**src/rtl/word_mux_pkg.sv**
```systemverilog
// Shared types for the word sweep multiplexer: output mode and FSM state encodings.
package word_mux_pkg;

  typedef enum logic [1:0] {
    MODE_DIRECT     = 2'b00,
    MODE_SWEEP_UP   = 2'b01,
    MODE_SWEEP_DOWN = 2'b10,
    MODE_RSVD       = 2'b11
  } mux_mode_e;

  typedef enum logic [1:0] {
    S_IDLE = 2'b00,
    S_SEND = 2'b01,
    S_DONE = 2'b10
  } state_e;

endpackage

```
**src/rtl/word_select.sv**
```systemverilog
// Combinational packed-array indexer: picks word idx out of CHANNELS packed words.
// An index at or above CHANNELS selects zero.
module word_select #(
  parameter int WIDTH    = 32,
  parameter int CHANNELS = 4,
  localparam int IDXW    = $clog2(CHANNELS)
) (
  input  logic [CHANNELS*WIDTH-1:0] d,
  input  logic [IDXW-1:0]           idx,
  output logic [WIDTH-1:0]          y
);

  // Priority-free one-hot style select over every channel.
  always_comb begin
    y = '0;
    for (int i = 0; i < CHANNELS; i++) begin
      if (idx == IDXW'(i)) y = d[i*WIDTH +: WIDTH];
    end
  end

endmodule

```
**src/rtl/word_sweep_mux.sv**
```systemverilog
// Snapshots CHANNELS words on start and streams either one selected word (DIRECT)
// or all words in ascending/descending channel order (SWEEP) over valid/ready.
//
// Handshake: out_valid is high for the whole SEND state and never looks at
// out_ready; a word transfers on any rising edge where out_valid & out_ready.
// While out_ready is low, out_data and out_idx hold their value.
module word_sweep_mux
  import word_mux_pkg::*;
#(
  parameter int WIDTH    = 32,
  parameter int CHANNELS = 4,
  localparam int IDXW    = $clog2(CHANNELS)
) (
  input  logic                      Clk,
  input  logic                      Reset,
  input  logic [CHANNELS*WIDTH-1:0] d_in,
  input  logic [IDXW-1:0]           sel,
  input  logic [1:0]                mode,
  input  logic                      start,
  input  logic                      out_ready,
  output logic [WIDTH-1:0]          out_data,
  output logic [IDXW-1:0]           out_idx,
  output logic                      out_valid,
  output logic                      busy,
  output logic                      done,
  output logic [1:0]                dbg_state
);

  state_e                    state, state_n;
  mux_mode_e                 mode_q;
  logic [CHANNELS*WIDTH-1:0] snap;
  logic [IDXW-1:0]           idx, start_idx;
  logic [WIDTH-1:0]          word;
  logic                      accept, xfer, last;

  assign accept = (state == S_IDLE) && start;
  assign xfer   = (state == S_SEND) && out_ready;

  // Initial index for a newly accepted request; out-of-range DIRECT sel falls back to 0.
  always_comb begin
    start_idx = '0;
    case (mux_mode_e'(mode))
      MODE_SWEEP_UP:   start_idx = '0;
      MODE_SWEEP_DOWN: start_idx = IDXW'(CHANNELS - 1);
      default:         start_idx = (32'(sel) >= CHANNELS) ? '0 : sel;
    endcase
  end

  // Final word of the request: a single word for DIRECT/RSVD, end channel for sweeps.
  always_comb begin
    last = 1'b1;
    case (mode_q)
      MODE_SWEEP_UP:   last = (idx == IDXW'(CHANNELS - 1));
      MODE_SWEEP_DOWN: last = (idx == '0);
      default:         last = 1'b1;
    endcase
  end

  // FSM state register.
  always_ff @(posedge Clk) begin
    if (Reset) state <= S_IDLE;
    else       state <= state_n;
  end

  // FSM next-state: IDLE -> SEND on start, SEND -> DONE after last transfer, DONE lasts one cycle.
  always_comb begin
    state_n = state;
    case (state)
      S_IDLE:  if (start) state_n = S_SEND;
      S_SEND:  if (xfer && last) state_n = S_DONE;
      S_DONE:  state_n = S_IDLE;
      default: state_n = S_IDLE;
    endcase
  end

  // Snapshot, captured mode and index counter; sweeps never wrap since DONE follows the end channel.
  always_ff @(posedge Clk) begin
    if (Reset) begin
      snap   <= '0;
      idx    <= '0;
      mode_q <= MODE_DIRECT;
    end else if (accept) begin
      snap   <= d_in;
      idx    <= start_idx;
      mode_q <= mux_mode_e'(mode);
    end else if (xfer && !last) begin
      if (mode_q == MODE_SWEEP_DOWN) idx <= idx - IDXW'(1);
      else                           idx <= idx + IDXW'(1);
    end
  end

  word_select #(
    .WIDTH    (WIDTH),
    .CHANNELS (CHANNELS)
  ) u_word_select (
    .d   (snap),
    .idx (idx),
    .y   (word)
  );

  assign out_valid = (state == S_SEND);
  assign out_data  = out_valid ? word : '0;
  assign out_idx   = out_valid ? idx  : '0;
  assign busy      = (state != S_IDLE);
  assign done      = (state == S_DONE);
  assign dbg_state = state;

endmodule

```
**config.mk**
```make
export PLATFORM = sky130hd
export DESIGN_NAME = word_sweep_mux
export DESIGN_NICKNAME = d
export VERILOG_FILES = /design/src/rtl/word_mux_pkg.sv /design/src/rtl/word_select.sv /design/src/rtl/word_sweep_mux.sv
export SDC_FILE = /design/constraint.sdc
export NUM_CORES = 1
export LEC_CHECK = 0
export ABC_AREA = 1
export CORE_MARGIN = 2
export CORE_UTILIZATION = 47
export DETAILED_ROUTE_END_ITERATION = 7
export PLACE_DENSITY = 0.8
export SLEW_MARGIN = 25
export SYNTH_ARGS = -nofsm -noshare
export SYNTH_HDL_FRONTEND = slang
export SYNTH_SLANG_ARGS = --single-unit
```
**constraint.sdc**
```tcl
create_clock -name Clk -period 1.9 [get_ports Clk]
set_input_delay 0.19 -clock Clk [delete_from_list [all_inputs] [get_ports Clk]]
set_output_delay 0.19 -clock Clk [all_outputs]
set_load 0.01 [all_outputs]
```
==> flow_metrics.env, run 1 <==
export IMPL_hold_path_class="input port to flop"
export IMPL_drt_pass1_iterations=6
export IMPL_maxCapViolCount=0
export IMPL_crit_path_end_kind="output port"
export IMPL_grt_setup_unrepaired="yes"
export IMPL_violations="setup timing"
export IMPL_yosys_warnings=0
export IMPL_p_leak_nw=3.578
export IMPL_drive_gt1_share_pct=18.13
export IMPL_holdPathStages=3
export IMPL_wire_per_inst_um=16.75
export IMPL_clock_path_buffers=2
export IMPL_powerDensity_nw_per_um2=953.7
export IMPL_hold_buffers=0
export IMPL_peakVddDrop_v=0.0006062
export IMPL_cp_start_kind="flop"
export IMPL_cts_tree="yes"
export IMPL_fp_dieArea_um2=13440
export IMPL_arrival_ps=1890
export IMPL_drtIter0Drc=641
export IMPL_wl_um=20000
export IMPL_final_nets=1157
export IMPL_clockRootBuffer="clkbuf_16"
export IMPL_start_util_pct=48.64
export IMPL_finalHoldViolations=0
export IMPL_period_share_pct=109.4
export IMPL_coreArea_um2=12110
export IMPL_ys_seq_area_share_pct=45.54
export IMPL_dp_cells=1152
export IMPL_rr_worst_depth=10
export IMPL_fp_dieH_um=116.0
export IMPL_place_area_um2=7900
export IMPL_die_width_um=116.0
export IMPL_synth_fp_nets=989
export IMPL_syn_cell_area_um2=5891
export IMPL_via_per_inst=5.407
export IMPL_h_tree_depth=4
export IMPL_clkTransAtPathRegs_ps=60
export IMPL_finClkSkew_ps=5.295
export IMPL_grt_max_degree=90
export IMPL_clock_latency_ps=410
export IMPL_avgSynthCellArea_um2=6.963
export IMPL_antenna_found_initial=0
export IMPL_worstPathMaxFanout=5
export IMPL_finalCriticalPeriod_ps=2079
export IMPL_cp_data_required_time_ps=1710
export IMPL_port_buffers=174
export IMPL_fill_cells=890
export IMPL_total_power_mw=8.519
export IMPL_cts_made_buffers=17
export IMPL_grt_total_usage_pct=27.54
export IMPL_design_area_um2=8932
export IMPL_final_max_slew_viol_count=0
export IMPL_worstMarginPinSlew_ps=454.5
export IMPL_grt_pass1_vias=5626
export IMPL_cts_sinks=134
export IMPL_final_util_pct=73.75
export IMPL_n_antenna_cell=0
export IMPL_grt_pass1_wl_um=28450
export IMPL_route_detailed_drc=0
export IMPL_overflow=0
export IMPL_dr_total_vias=6456
export IMPL_ys_ff_latch=134
export IMPL_outcome="finished with violations"
export IMPL_final_setup_worst_slack_ps=-178.6
export IMPL_pin_count=175
export IMPL_dp_hpwl_um=12620
export IMPL_dp_slack_ps=-305.6
export IMPL_slew_limit_headroom_pct=69.63
export IMPL_rows=40
export IMPL_setup_viol=32
export IMPL_finalWeightedCongestion=1.009
export IMPL_area_delta_synth_final_pct=51.64
export IMPL_criticalPathCategory="flop to output port"
export IMPL_stdcell_count=1194
export IMPL_netlist_instances=846
export IMPL_drt_antenna_violating_nets=0
export IMPL_synth_distinct_cells=17
export IMPL_fmax_ghz=0.4811
[worst max-delay path, stage by stage, from the launching register on]
cell	delay, ps
dfxtp_2	360
buf_6	120
ha_4	230
inv_2	90
buf_4	160
buf_4	140
o21ai_4	150
a21oi_2	70
buf_2	150
[state kept, by name, summed over array words and instances, names as in the netlist]
register and count:
snap 128, dbg_state 2, mode_q 2, idx 2
[cell usage after synthesis]
library cell	count	area (µm²)
a21oi_1	69	345.3
buf_2	16	80.08
buf_4	15	112.6
clkbuf_1	30	112.6
clkbuf_2	9	45.04
clkinv_1	1	3.750
dfxtp_1	134	2683
ha_1	7	87.58
inv_1	14	52.55
inv_2	3	11.26
nand2_1	52	195.2
nand2_2	1	6.260
nand3_1	3	15.01
nor2_1	262	983.4
nor2_4	1	11.26
o21ai_0	218	1091
o21ai_1	11	55.05
[where the power goes]
| group | internal (mW) | total (mW) | switching, mW |
|---|---|---|---|
| sequential | 3.09 | 3.30 | 0.205 |
| combinational | 0.935 | 2.03 | 1.10 |
| clock | 1.95 | 3.19 | 1.24 |
| total | 5.98 | 8.52 | 2.54 |
[cell usage in the layout (no fill, tap or decap), types with 2 or more instances in the layout]
cell             instances
a21oi_1                 35
a21oi_2                 20
a21oi_4                 14
buf_12                  12
buf_2                   32
buf_4                   23
buf_6                    4
bufinv_16                2
clkbuf_16               21
clkdlybuf4s50_1        141
clkinv_2                 6
clkinv_4                 2
clkinvlp_4               2
dfxtp_1                132
ha_1                     4
ha_4                     3
inv_1                   10
inv_2                    4
inv_4                    4
nand2_1                 51
nand2_2                  2
nand3_1                  2
nor2_1                 261
o21ai_0                161
o21ai_1                 42
o21ai_2                 22
o21ai_4                  4
[area by class of cell]
cell class,count,area (µm²),area share [%]
repair buffers,219,2181,24.42
well taps,168,210.2,2.353
inverters,18,77.57,0.8685
clock buffers,18,439.2,4.917
flip-flops and latches,134,2688,30.09
clock inverters,13,131.4,1.471
multi-input cells,624,3206,35.89
[kinds of logic after synthesis]
logic type	count (synthesis)	share of synthesized area, %
compound gates	298	25.32
simple gates	319	20.56
flops	134	45.54
buf+inv	88	7.094
fa+ha+maj	7	1.487
[per-layer routing]
metal	GRT usage [%]	part of all wire, %	vias to the layer above
li1	-	-	3126
met1	38.23	43	2988
met2	41.09	45	308
met3	8.473	9.5	34
met4	8.730	2.3	0
met5	0	0	-
[what timing repair did]
item / in CTS / in global routing
endpoints found under the setup margin: 33 / 33
setup buffers: 2 / 3
resized for setup: 204 / 85
gates cloned: 2 / 5
pin swaps: 13 / 23
[per-stage QoR]
| stage | TNS, ps | hold WS, ps |
|---|---|---|
| global placement | -4632 | 455.2 |
| finish | -4021 | 391.8 |
| detailed placement | -5759 | 466.5 |
| CTS | -4535 | 385.2 |
| floorplan | 0 | 259.1 |
| global route | -6225 | 405.3 |
[path summary, 6_finish.rpt]
path / startpoint / end / slack [ps]
setup / recovery: idx[1] / out_data[12] / -180
hold / removal: d_in[55] / snap[55] / 390
setup reg to reg: idx[0] / idx[1] / 370
hold reg to reg: snap[103] / snap[103] / 480
Power figures use the tool's default switching activity.
==> run 2: changes to the inputs <==
--- a/config.mk
+++ b/config.mk
@@ -6,10 +6,10 @@
 export NUM_CORES = 1
 export LEC_CHECK = 0
 export ABC_AREA = 1
-export CORE_MARGIN = 2
+export CORE_MARGIN = 4
 export CORE_UTILIZATION = 47
 export DETAILED_ROUTE_END_ITERATION = 7
-export PLACE_DENSITY = 0.8
+export PLACE_DENSITY = 0.84
 export SLEW_MARGIN = 25
 export SYNTH_ARGS = -nofsm -noshare
 export SYNTH_HDL_FRONTEND = slang
==> flow_metrics.env, run 2 (synthesized netlist as in run 1, its figures left out) <==
export IMPL_hold_buffers=0
export IMPL_p_switching_mw=2.462
export IMPL_cts_sinks=134
export IMPL_hold_path_startpoint="d_in[23]"
export IMPL_finalWeightedCongestion=0.9421
export IMPL_crit_path_end_kind="output port"
export IMPL_fp_dieArea_um2=14390
export IMPL_maxCapViolCount=0
export IMPL_grt_pass1_vias=5772
export IMPL_stdcell_count=1186
export IMPL_port_buffers=174
export IMPL_grt_setup_unrepaired="yes"
export IMPL_finalHoldViolations=0
export IMPL_criticalPathCategory="flop to output port"
export IMPL_holdPathEnd="snap[23]"
export IMPL_setup_viol=32
export IMPL_pwr_share_comb_pct=22.0
export IMPL_worstMarginPinSlew_ps=399.3
export IMPL_rrSetupSlack_ps=410
export IMPL_total_power_mw=8.756
export IMPL_route_detailed_drc=0
export IMPL_drt_pass1_iterations=5
export IMPL_clockRootBuffer="clkbuf_16"
export IMPL_routed_wl_met3_um=1525
export IMPL_clock_latency_ps=420
export IMPL_r2r_start="idx[0]"
export IMPL_design_area_um2=8771
export IMPL_powerDensity_nw_per_um2=998.3
export IMPL_fill_cells=898
export IMPL_grt_max_degree=91
export IMPL_arrival_ps=1840
export IMPL_cp_start_kind="flop"
export IMPL_die_width_um=120.0
export IMPL_outcome="finished with violations"
export IMPL_peakVddDrop_v=0.0006738
export IMPL_layout_commonest_cell="nor2_1"
export IMPL_cts_made_buffers=17
export IMPL_clock_path_buffers=2
export IMPL_slew_limit_headroom_pct=73.38
export IMPL_power_switching_share_pct=28.12
export IMPL_coreArea_um2=12160
export IMPL_pin_count=175
export IMPL_drtIter0Drc=642
export IMPL_final_util_pct=72.12
export IMPL_area_delta_synth_final_pct=48.90
export IMPL_dp_hpwl_um=12520
export IMPL_met2_length_um=8984
export IMPL_grt_total_usage_pct=25.82
export IMPL_drive_gt1_share_pct=16.52
export IMPL_clkTransAtPathRegs_ps=60
export IMPL_holdPathStages=3
export IMPL_final_setup_worst_slack_ps=-134.2
export IMPL_worstPathMaxFanout=22
export IMPL_rows=40
export IMPL_overflow=0
export IMPL_final_cell_mix="nor2_1 (262), o21ai_0 (158), clkdlybuf4s50_1 (141)"
export IMPL_largest_reg_flops=128
export IMPL_hold_path_class="input port to flop"
export IMPL_antenna_found_initial=1
export IMPL_cp_data_required_time_ps=1710
export IMPL_place_area_um2=7873
export IMPL_via_per_inst=5.456
export IMPL_p_seq_share_pct=37.4
export IMPL_dp_cells=1150
export IMPL_rr_worst_depth=8
export IMPL_grt_pass1_wl_um=29660
export IMPL_finClkSkew_ps=8.600
export IMPL_regArea_um2=2690
export IMPL_finalCriticalPeriod_ps=2034
export IMPL_dp_slack_ps=-334.6
export IMPL_fp_dieH_um=120.0
export IMPL_fmax_ghz=0.4916
export IMPL_start_util_pct=48.44
export IMPL_period_share_pct=107.1
export IMPL_multi_input_area_um2=3064
export IMPL_violations="setup timing"
export IMPL_drt_antenna_violating_nets=0
export IMPL_final_nets=1147
export IMPL_internal_power_mw=6.294
export IMPL_cts_tree="yes"
export IMPL_h_tree_depth=4
export IMPL_clkPwrFrac_pct=40.6
export IMPL_final_max_slew_viol_count=0
export IMPL_dr_total_vias=6471
export IMPL_wire_per_inst_um=16.39
export IMPL_maxUsedRoutingLayer="met4"
export IMPL_p_leak_nw=3.543
export IMPL_largest_register="snap"
export IMPL_met1Wirelength_um=8483
export IMPL_rr_endpoint="dbg_state[0]"
export IMPL_wl_um=19440
[run 2: cell type report]
class / count / area share, %
clock buffers: 19 / 4.936
well taps: 168 / 2.397
diodes: 1 / 0.02853
clock inverters: 13 / 2.340
inverters: 18 / 0.9130
multi-input cells: 624 / 34.94
repair buffers: 209 / 23.78
flip-flops and latches: 134 / 30.67
[run 2: repair_timing]
action                     in CTS  in global routing
setup buffers                   1                  0
setup endpoints to repair      32                 33
hold endpoints to repair        0                  0
pin swaps                      18                 17
gates cloned                    3                  0
gates resized for setup       241                 42
[run 2: through the flow]
stage               TNS (ps)  hold WS, ps
floorplan                  0        259.1
detailed placement     -7397        465.8
CTS                    -3017        391.3
global placement       -5744        456.1
finish                 -2508        395.1
global route           -4892        403.0
[run 2: power by group through the flow]
| stage | combinational, mW | clock [mW] | sequential (mW) |
|---|---|---|---|
| 6_report | 1.93 | 3.56 | 3.27 |
| 5_1_grt | 2.10 | 3.69 | 3.29 |
| 4_1_cts | 1.84 | 3.55 | 3.25 |
| 3_5_place_dp | 1.69 | 0 | 3.29 |
| 3_3_place_gp | 1.65 | 0 | 3.29 |
| 2_1_floorplan | 0.956 | 0 | 3.25 |
[run 2: how the worst max path moves through the flow]
stage	startpoint	cells past startpoint	end	slack [ps]
5_1_grt	idx[1]	8	out_data[7]	-200
3_3_place_gp	idx[0]	8	out_data[7]	-280
4_1_cts	idx[1]	9	out_data[9]	-180
3_5_place_dp	idx[1]	8	out_data[7]	-330
2_1_floorplan	idx[0]	7	out_data[10]	310
6_report	idx[1]	8	out_data[7]	-130
[run 2: routing by layer]
| layer | vias up | GRT usage (%) |
|---|---|---|
| met1 | 2990 | 35.05 |
| met3 | 33 | 5.514 |
| met4 | 0 | 8.733 |
| met5 | - | 0 |
| li1 | 3111 | - |
| met2 | 337 | 40.81 |
[run 2: critical path, stage by stage (launching register included)]
cell and delay, ps:
dfxtp_4 360, inv_4 90, ha_4 200, buf_12 170, a21oi_1 80, o21ai_1 120, o21ai_1 120, a21oi_1 150
buf_2 150
==> run 3: changes to the inputs <==
--- a/config.mk
+++ b/config.mk
@@ -7,9 +7,10 @@
 export LEC_CHECK = 0
 export ABC_AREA = 1
 export CORE_MARGIN = 4
-export CORE_UTILIZATION = 47
+export CORE_UTILIZATION = 43
 export DETAILED_ROUTE_END_ITERATION = 7
-export PLACE_DENSITY = 0.84
+export PLACE_DENSITY_LB_ADDON = 0.1
+export SKIP_LAST_GASP = 1
 export SLEW_MARGIN = 25
 export SYNTH_ARGS = -nofsm -noshare
 export SYNTH_HDL_FRONTEND = slang
==> constraint.sdc (replaced) <==
create_clock -name Clk -period 1.7 [get_ports Clk]
set_input_delay 0.17 -clock Clk [delete_from_list [all_inputs] [get_ports Clk]]
set_output_delay 0.17 -clock Clk [all_outputs]
set_load 0.01 [all_outputs]
==> flow_metrics.env, run 3 (synthesized netlist as in run 1, its figures left out) <==
export IMPL_coreArea_um2=13350
export IMPL_design_area_um2=9176
export IMPL_fmax_ghz=0.4525
export IMPL_met3_usage_pct=6.183
export IMPL_cp_slowest_stage_delay_ps=320
export IMPL_drtIter0Drc=487
export IMPL_final_nets=1171
export IMPL_cp_start_kind="flop"
export IMPL_violations="setup timing"
export IMPL_overflow=0
export IMPL_cp_top_family="buffers and inverters"
export IMPL_met2_usage_pct=32.20
export IMPL_p_leak_nw=3.718
export IMPL_setup_viol=32
export IMPL_cp_num_buf_inv=4
export IMPL_final_max_slew_viol_count=0
export IMPL_hold_path_class="input port to flop"
export IMPL_dp_slack_ps=-483.8
export IMPL_arrival_ps=2040
export IMPL_wire_per_inst_um=16.32
export IMPL_grt_busiest_layer="met1"
export IMPL_hold_path_startpoint="d_in[89]"
export IMPL_h_tree_depth=4
export IMPL_fill_cells=1154
export IMPL_finalCriticalPeriod_ps=2210
export IMPL_grt_pass1_vias=5527
export IMPL_criticalPathCategory="flop to output port"
export IMPL_wl_um=19860
export IMPL_r2r_start="idx[1]"
export IMPL_fp_dieH_um=125.0
export IMPL_dp_cells=1161
export IMPL_final_setup_tns_ps=-12290
export IMPL_peakVddDrop_v=0.0006896
export IMPL_hold_buffers=0
export IMPL_route_detailed_drc=0
export IMPL_final_util_pct=68.75
export IMPL_area_delta_synth_final_pct=55.78
export IMPL_largest_reg_flops=128
export IMPL_port_buffers=174
export IMPL_grt_pass1_wl_um=29060
export IMPL_total_power_mw=9.722
export IMPL_holdWs_ps=360.2
export IMPL_cts_tree="yes"
export IMPL_start_util_pct=44.13
export IMPL_grt_total_usage_pct=23.19
export IMPL_via_per_inst=5.183
export IMPL_finalWeightedCongestion=0.8731
export IMPL_cts_sinks=134
export IMPL_maxCapViolCount=0
export IMPL_worstPathMaxFanout=8
export IMPL_clkTransAtPathRegs_ps=60
export IMPL_pin_count=175
export IMPL_layout_commonest_cell="nor2_1"
export IMPL_worstMarginPinSlew_ps=434.2
export IMPL_die_width_um=125.0
export IMPL_stdcell_count=1217
export IMPL_place_area_um2=7980
export IMPL_antenna_found_initial=1
export IMPL_rows=42
export IMPL_cp_data_required_time_ps=1530
export IMPL_final_cell_mix="nor2_1 (262), o21ai_0 (160), clkdlybuf4s50_1 (137)"
export IMPL_path_cells="buf_6 > ha_4 > buf_4 > clkbuf_16 > a21oi_1 > o21ai_1 > o21ai_2 > a21oi_2 > buf_2"
export IMPL_dp_hpwl_um=12680
export IMPL_cp_slowest_cell="dfxtp_2"
export IMPL_crit_path_end_kind="output port"
export IMPL_finalHoldViolations=0
export IMPL_drive_gt1_share_pct=19.71
export IMPL_finClkSkew_ps=5.461
export IMPL_grt_setup_unrepaired="yes"
export IMPL_outcome="finished with violations"
export IMPL_cts_made_buffers=17
export IMPL_final_setup_worst_slack_ps=-510.1
export IMPL_met1_usage_pct=34.35
export IMPL_slew_limit_headroom_pct=70.98
export IMPL_setup_worst_path_start="idx[0]"
export IMPL_fp_dieArea_um2=15640
export IMPL_drt_antenna_violating_nets=0
export IMPL_dr_total_vias=6308
export IMPL_powerDensity_nw_per_um2=1059
export IMPL_clock_latency_ps=430
export IMPL_clock_path_buffers=2
export IMPL_drt_pass1_iterations=6
export IMPL_grt_max_degree=75
export IMPL_largest_register="snap"
export IMPL_clockRootBuffer="clkbuf_16"
export IMPL_period_share_pct=130.0
-- run 3: cell types whose count changed in the layout (fill, tap and decap cells not counted), moves of 6 or more --
cell,previous run,this run
a21oi_2,23,30
o21ai_4,1,9
o21ai_1,46,36
buf_12,14,20
buf_4,14,22
a21oi_1,45,35
-- run 3: worst paths after layout --
path	slack, ps	cells after the start	to
max	-510	9	out_data[17]
min	360	3	snap[89]
max reg2reg	210	8	dbg_state[0]
min reg2reg	470	2	snap[97]
-- run 3: cell type report --
| cell class | instances | area [µm²] | area share (%) |
|---|---|---|---|
| multi-input cells | 624 | 3192 | 34.78 |
| clock buffers | 19 | 442.9 | 4.827 |
| repair buffers | 233 | 2435 | 26.53 |
| inverters | 18 | 68.82 | 0.7499 |
| well taps | 176 | 220.2 | 2.400 |
| clock inverters | 12 | 130.1 | 1.418 |
| flip-flops and latches | 134 | 2685 | 29.26 |
| diodes | 1 | 2.502 | 0.02727 |
-- run 3: what timing repair did --
item / 4_1_cts / 5_1_grt
hold endpoints to repair: 0 / 0
endpoints found under the setup margin: 37 / 33
cloned: 4 / 3
gates resized for setup: 177 / 126
buffers inserted: 6 / 11
pin swaps: 10 / 48
-- run 3: worst reg2reg max path, stage by stage, from the launching register on --
cell,delay (ps)
dfxtp_1,310
buf_4,150
ha_1,220
buf_4,140
nand2_1,50
nand2_1,50
o21ai_0,250
nand2_1,80
a21oi_1,160
-- run 3: power breakdown --
part	internal, mW	switching, mW	total, mW
combinational	1.21	1.26	2.47
clock	2.18	1.40	3.59
sequential	3.46	0.212	3.67
-- run 3: metal layers --
| layer | vias to the layer above | share of wire [%] |
|---|---|---|
| met2 | 265 | 43 |
| li1 | 3160 | - |
| met3 | 40 | 8.5 |
| met1 | 2843 | 47 |
| met4 | 0 | 2.1 |
| met5 | - | 0 |
